`src/rtl/gray_range_counter.sv`:
```
// Bounded up/down counter with runtime limits, wrap/saturate modes and a
// registered Gray-coded copy of the count.
module gray_range_counter #(
  parameter int              WIDTH   = 5,
  parameter logic [WIDTH-1:0] RST_VAL = '0
) (
  input  logic             clk,
  input  logic             rst,
  input  logic             clr,
  input  logic             en,
  input  logic             load,
  input  logic             load_gray,
  input  logic [WIDTH-1:0] load_count,
  input  logic             dir,
  input  logic             mode_sat,
  input  logic [WIDTH-1:0] up_limit,
  input  logic [WIDTH-1:0] down_limit,
  output logic [WIDTH-1:0] count_bin,
  output logic [WIDTH-1:0] count_gray,
  output logic             wrap_pulse,
  output logic             sat_hit,
  output logic             range_err,
  output logic             cfg_err
);

  localparam logic [WIDTH-1:0] RST_GRAY = RST_VAL ^ (RST_VAL >> 1);

  // All outputs are plain registers, meaningful every cycle; there is no
  // handshake: a new value is presented after every rising edge.
  logic [WIDTH-1:0] next_bin;
  logic [WIDTH-1:0] load_bin;
  logic             cfg_bad;
  logic             wrap_n;
  logic             sat_n;
  logic             range_n;

  assign cfg_bad = (down_limit > up_limit);

  // Gray-to-binary: bit i is the XOR of all Gray bits at or above i.
  always_comb begin
    load_bin = '0;
    for (int i = 0; i < WIDTH; i++) begin
      load_bin[i] = ^(load_count >> i);
    end
  end

  always_comb begin
    next_bin = count_bin;
    wrap_n   = 1'b0;
    sat_n    = 1'b0;
    range_n  = 1'b0;
    if (clr) begin
      next_bin = RST_VAL;
    end else if (load) begin
      next_bin = load_gray ? load_bin : load_count;
    end else if (en) begin
      if (cfg_bad) begin
        next_bin = count_bin;
      end else if (count_bin > up_limit) begin
        next_bin = up_limit;
        range_n  = 1'b1;
      end else if (count_bin < down_limit) begin
        next_bin = down_limit;
        range_n  = 1'b1;
      end else if (dir) begin
        if (count_bin != up_limit) begin
          next_bin = count_bin + 1'b1;
        end else if (!mode_sat) begin
          next_bin = down_limit;
          wrap_n   = 1'b1;
        end else begin
          sat_n = 1'b1;
        end
      end else begin
        if (count_bin != down_limit) begin
          next_bin = count_bin - 1'b1;
        end else if (!mode_sat) begin
          next_bin = up_limit;
          wrap_n   = 1'b1;
        end else begin
          sat_n = 1'b1;
        end
      end
    end
  end

  always_ff @(posedge clk or posedge rst) begin
    if (rst) begin
      count_bin  <= RST_VAL;
      count_gray <= RST_GRAY;
      wrap_pulse <= 1'b0;
      sat_hit    <= 1'b0;
      range_err  <= 1'b0;
      cfg_err    <= 1'b0;
    end else begin
      count_bin  <= next_bin;
      count_gray <= next_bin ^ (next_bin >> 1);
      wrap_pulse <= wrap_n;
      sat_hit    <= sat_n;
      range_err  <= range_n;
      cfg_err    <= cfg_bad;
    end
  end

endmodule

```
`config.mk`:
```
export PLATFORM = sky130hd
export DESIGN_NAME = gray_range_counter
export DESIGN_NICKNAME = d
export VERILOG_FILES = /design/src/rtl/gray_range_counter.sv
export SDC_FILE = /design/constraint.sdc
export NUM_CORES = 1
export LEC_CHECK = 0
export CORE_ASPECT_RATIO = 1.75
export CORE_MARGIN = 5
export CORE_UTILIZATION = 40
export DETAILED_ROUTE_END_ITERATION = 16
export GPL_TIMING_DRIVEN = 1
export PLACE_DENSITY = 0.67
export SETUP_SLACK_MARGIN = 0.1
export SYNTH_ARGS = -nofsm -noshare
export SYNTH_HDL_FRONTEND = slang
export SYNTH_SLANG_ARGS = --single-unit
```
`constraint.sdc`:
```
create_clock -name clk -period 5.2 [get_ports clk]
set_clock_uncertainty 0.15 [all_clocks]
set_input_delay 1.56 -clock clk [delete_from_list [all_inputs] [get_ports clk]]
set_output_delay 1.56 -clock clk [all_outputs]
set_load 0.02 [all_outputs]
```
After elaboration in Yosys (flattened, before gate mapping):

Index checks and enable logic that the tools add are counted.

* add/subtract/negate cells: 2
* magnitude comparators: 3
* equal/unequal tests: 2
* muxes and demuxes: 38
* bitwise logic cells: 1
* reduce and logical (&&, ||, !) cells: 5

Operators by type and width (number)
* 5-bit two-way mux: 12
* 1-bit two-way mux: 26
* 5-bit parity: 5
* 5-bit greater-than comparator: 2
* 5-bit inequality test: 2
* 5-bit by 1-bit adder with 5-bit output, second input constant: 1
* 5-bit < comparator: 1
* 5-bit by 1-bit subtractor with 5-bit output, second input constant: 1
* 5-bit by 4-bit bitwise XOR with 5-bit output: 1

* flip-flop bits (word level): 14
* output and inout bits: 14
* word-level logic and storage cells: 57

Longest topological paths before layout:

* depth in word-level cells: 10
* depth in mapped cells: 12

Least setup slack after synthesis:

Ideal clock, no wire load.

* path kind: input to register
* from: input down_limit[2]
* to: register count_gray[3]
* library setup time: 0.125 ns
* arrival: 3.433 ns
* required time: 4.925 ns
* path slack: 1.492 ns
* stages: 11
* path buffers: 1
* cell sequence: inv_1 ha_1 nand3_2 or2_1 buf_6 or3_1 a31oi_1 a211oi_1 o41ai_2 nand2_1 xnor2_1

* cells in the longest elaborated chain, start to end: 10
* elaborated cells between the ends (all ways): 12
* classes of those cells: order compare (2); eq/ne (1); mux (8); bitwise (1)

Ends and longest elaborated chain
* from (decl): line 17 `input logic [WIDTH-1:0] down_limit,`
* 5-bit inequality test: line 75 `if (count_bin != down_limit) begin`
* 5-bit two-way mux: line 75
* 5-bit two-way mux: line 65 `end else if (dir) begin`
* 5-bit two-way mux: line 62 `end else if (count_bin < down_limit) begin`
* 5-bit two-way mux: line 59 `end else if (count_bin > up_limit) begin`
* 5-bit two-way mux (*): line 57 `if (cfg_bad) begin`
* 5-bit two-way mux (*): line 56 `end else if (en) begin`
* 5-bit two-way mux (*): line 54 `end else if (load) begin`
* 5-bit two-way mux (*): line 52 `if (clr) begin`
* 5-bit by 4-bit bitwise XOR with 5-bit output (*): line 97 `count_gray <= next_bin ^ (next_bin >> 1);`
* to (signal assigned): line 97
* to (decl): line 19 `output logic [WIDTH-1:0] count_gray,`

Every way passes the cells marked *; elsewhere a longest branch is shown, timed or not.

Worst setup path in the final report:

* from: input down_limit[3]
* to: register count_gray[3]

* cells in the longest elaborated chain, start to end: 10
* elaborated cells between the ends (all ways): 14
* classes of those cells: order compare (2); eq/ne (1); mux (10); bitwise (1)

Ends and longest elaborated chain (line)
* 5-bit inequality test / 5-bit two-way mux (equally long branches): 75, 68
* 5-bit two-way mux (on tied branches): 75, 66
* 5-bit two-way mux: 65
* 5-bit two-way mux: 62
* 5-bit two-way mux: 59
* 5-bit two-way mux (*): 57
* 5-bit two-way mux (*): 56
* 5-bit two-way mux (*): 54
* 5-bit two-way mux (*): 52
* 5-bit by 4-bit bitwise XOR with 5-bit output (*): 97

Marks and branches as above.

==> results.json <==
{
  "status": "completed",
  "die_x_um": 55.83,
  "setup_viol": 0,
  "min_path_type": "flip-flop to flip-flop",
  "fin_ws_ns": 0.8182,
  "chipHeight_um": 90.20,
  "cts.sinks": 13,
  "syn_area_um2": 1470,
  "multi_input_area_um2": 1026,
  "wl_met2_mm": 2.429,
  "fin_hold_ws_ns": 0.8289,
  "maxUsedRoutingLayer": "met4",
  "hold_depth": 4,
  "max_slew_margin_pct": 59.38,
  "cts_max_level": 1,
  "cts_tree": "yes",
  "rr_startpoint": "count_bin[0]$_DFF_PP0_",
  "crit_path_end_kind": "flip-flop",
  "fin_crit_sh_pct": 84.27,
  "routedWlPerCell_um": 16.23,
  "syn_inst": 189,
  "critical_path.max_fanout": 9,
  "synthDistinctLibCells": 49,
  "synth_seq_cells": 13,
  "cts_resized": 0,
  "crit_arrival_ns": 4.38,
  "drt_first_pass_iters": 4,
  "grt_start_max_net_pins": 19,
  "vias": 1507,
  "drt_iter0_drc": 47,
  "cts_inserted_buffers": 3,
  "syn_avg_cell_area_um2": 7.779,
  "met1_length_mm": 1.700,
  "crit_type": "primary input to flip-flop",
  "clockBufferDepth": 2,
  "final_cell_area_um2": 1882,
  "rsz0062_at_grt": "false",
  "cts_hold_buf": 0,
  "dpl_cell_area_um2": 1837,
  "worstHoldStart": "count_bin[4]$_DFF_PP0_",
  "min_to": "count_bin[4]$_DFF_PP0_",
  "crit_required_ns": 5.20,
  "cts-root-buf": "clkbuf_8",
  "wirelength_mm": 4.300,
  "mappedNetlistNets": 229,
  "synth_edf_count": 0,
  "core_area_um2": 3592,
  "insertion_delay_ns": 0.24,
  "dp_hpwl_mm": 3.512,
  "pre_cts_ws_ns": 0.5777,
  "fmax_mhz": 228.2,
  "ios": 37,
  "grt_pass1_vias": 1454,
  "post_cts_buffers": 0,
  "antenna_cells": 0,
  "ff2ff_setup_slack_ns": 2.10,
  "start_kind": "primary input",
  "ys_async_sr_fraction_pct": 100.0,
  "grt-ovfl-total": 0,
  "finalSetupTns_ns": 0,
  "route.met3.wl_um": 128,
  "fin_nets": 260,
  "start_util_pct": 40.93,
  "clkTransAtPathRegs_ns": 0.06,
  "fin_crit_ns": 4.382,
  "p_leak_nw": 0.7947,
  "n_fill_cell": 359,
  "seq_area_um2": 325.3,
  "antenna_found_initial": 0,
  "gr-usage-all-layers_pct": 17.31,
  "worst_pin_slew_ns": 0.6074,
  "yosys_warnings": 0,
  "route.detailed.drc": 0,
  "dieArea_um2": 5036,
  "hold_violations": 0,
  "place_congestion": 0.9033,
  "maxSlewViolCount": 0,
  "ant_nets": 0,
  "syn_to_final_growth_pct": 28.00,
  "ys_seq_area_share_pct": 22.13,
  "reg2regPathDepth": 10,
  "p_per_area_nw_per_um2": 222.2,
  "ir_drop_v": 0.0001815,
  "grt_pass1_wl_mm": 7.113,
  "num_rows": 29,
  "maxCapViolCount": 0,
  "port_buffers": 36,
  "synth_flop_cell": "dfrtp_1",
  "vias_per_cell": 5.687,
  "drive_gt1_share_pct": 4.110,
  "r2r_end": "count_gray[3]$_DFF_PP0_"
}
[where the power goes]
part / total [mW] / internal [mW] / switching (mW) / leakage (nW)
Sequential: 0.130 / 0.113 / 0.0172 / 0.169
Clock: 0.0876 / 0.0539 / 0.0336 / 0.0228
Combinational: 0.201 / 0.0901 / 0.111 / 0.602
Total: 0.418 / 0.257 / 0.161 / 0.795
[routing by layer]
metal / vias to the layer above / global-route usage [%]
met5: - / 0
met4: 0 / 5.347
met3: 4 / 1.146
met2: 39 / 33.99
met1: 701 / 19.07
li1: 763 / -
[per-stage QoR]
| stage | utilization, % | power (mW) | std cells |
|---|---|---|---|
| after floorplan | - | 0.2565 | 189 |
| after global placement | 51.13 | 0.3310 | 261 |
| after detailed placement | 51.13 | 0.3319 | 261 |
| after CTS | 52.39 | 0.4207 | 265 |
| after global routing | 52.39 | 0.4471 | 265 |
| final | 52.39 | 0.4182 | 265 |
[state kept, by name, indices dropped and copies added (netlist names)]
signal / count
cfg_err: 1
count_bin: 5
count_gray: 4
range_err: 1
sat_hit: 1
wrap_pulse: 1
[final cells by class]
| cell class | instances | area share [%] |
|---|---|---|
| well taps | 46 | 3.059 |
| repair buffers | 36 | 19.15 |
| multi-input cells | 148 | 54.52 |
| clock buffers | 4 | 2.394 |
| flip-flops and latches | 13 | 17.29 |
| inverters | 18 | 3.590 |
[worst max path at each step]
stage / from / endpoint / slack [ns]
global route: down_limit[3] / count_gray[3]$_DFF_PP0_ / 0.59
detailed placement: down_limit[3] / count_gray[3]$_DFF_PP0_ / 0.58
floorplan: down_limit[2] / count_gray[3]$_DFF_PP0_ / 1.49
global placement: down_limit[3] / count_gray[3]$_DFF_PP0_ / 0.60
finish: down_limit[3] / count_gray[3]$_DFF_PP0_ / 0.82
CTS: down_limit[3] / count_gray[3]$_DFF_PP0_ / 0.81
[worst max-delay path, stage by stage]
cell and delay, ns:
clkdlybuf4s50_1 0.57, inv_1 0.07, ha_1 0.31, nand3_2 0.16
or2_1 0.39, or3_1 0.35, a31oi_1 0.14, a211oi_1 0.08
o41ai_2 0.37, nand2_1 0.16, xnor2_1 0.22
[synth_stat cells (all sizes together), types with 4 or more instances]
| master | number | area [µm²] |
|---|---|---|
| nand3 | 13 | 70.07 |
| o211ai | 4 | 30.03 |
| nor2 | 17 | 71.32 |
| nand2 | 16 | 60.06 |
| o21ai | 12 | 63.81 |
| a21oi | 12 | 60.06 |
| clkbuf | 6 | 22.52 |
| ha | 17 | 212.7 |
| dfrtp | 13 | 325.3 |
| xnor2 | 4 | 35.03 |
| xor2 | 6 | 52.55 |
| inv | 18 | 67.56 |
| buf | 4 | 28.78 |
[placed cells by master (no fill, tap or decap), types with 2 or more instances in the layout]
master and instances:
a21o_1 2, a21oi_1 12, a221oi_1 3, a31oi_1 2, clkbuf_8 3, clkdlybuf4s50_1 36
dfrtp_1 13, ha_1 17, inv_1 18, nand2_1 16, nand3_1 12, nor2_1 16
nor2b_1 3, nor3_1 2, nor4_1 2, o211ai_1 4, o21a_1 2, o21ai_0 11
o22a_1 2, o22ai_1 2, o311ai_0 3, o31a_1 2, o31ai_1 3, xnor2_1 4
xor2_1 6
[kinds of logic (layout without fill, tap and decap cells)]
logic type | Yosys count | in the layout | share of synthesized area (%)
xor+xnor | 10 | 10 | 5.957
buf+inv | 28 | 58 | 8.085
compound gates | 60 | 60 | 28.94
mux | 1 | 1 | 0.6809
fa+ha+maj | 17 | 17 | 14.47
flops | 13 | 13 | 22.13
simple gates | 60 | 60 | 19.75
(Power assumes the default switching activity.)
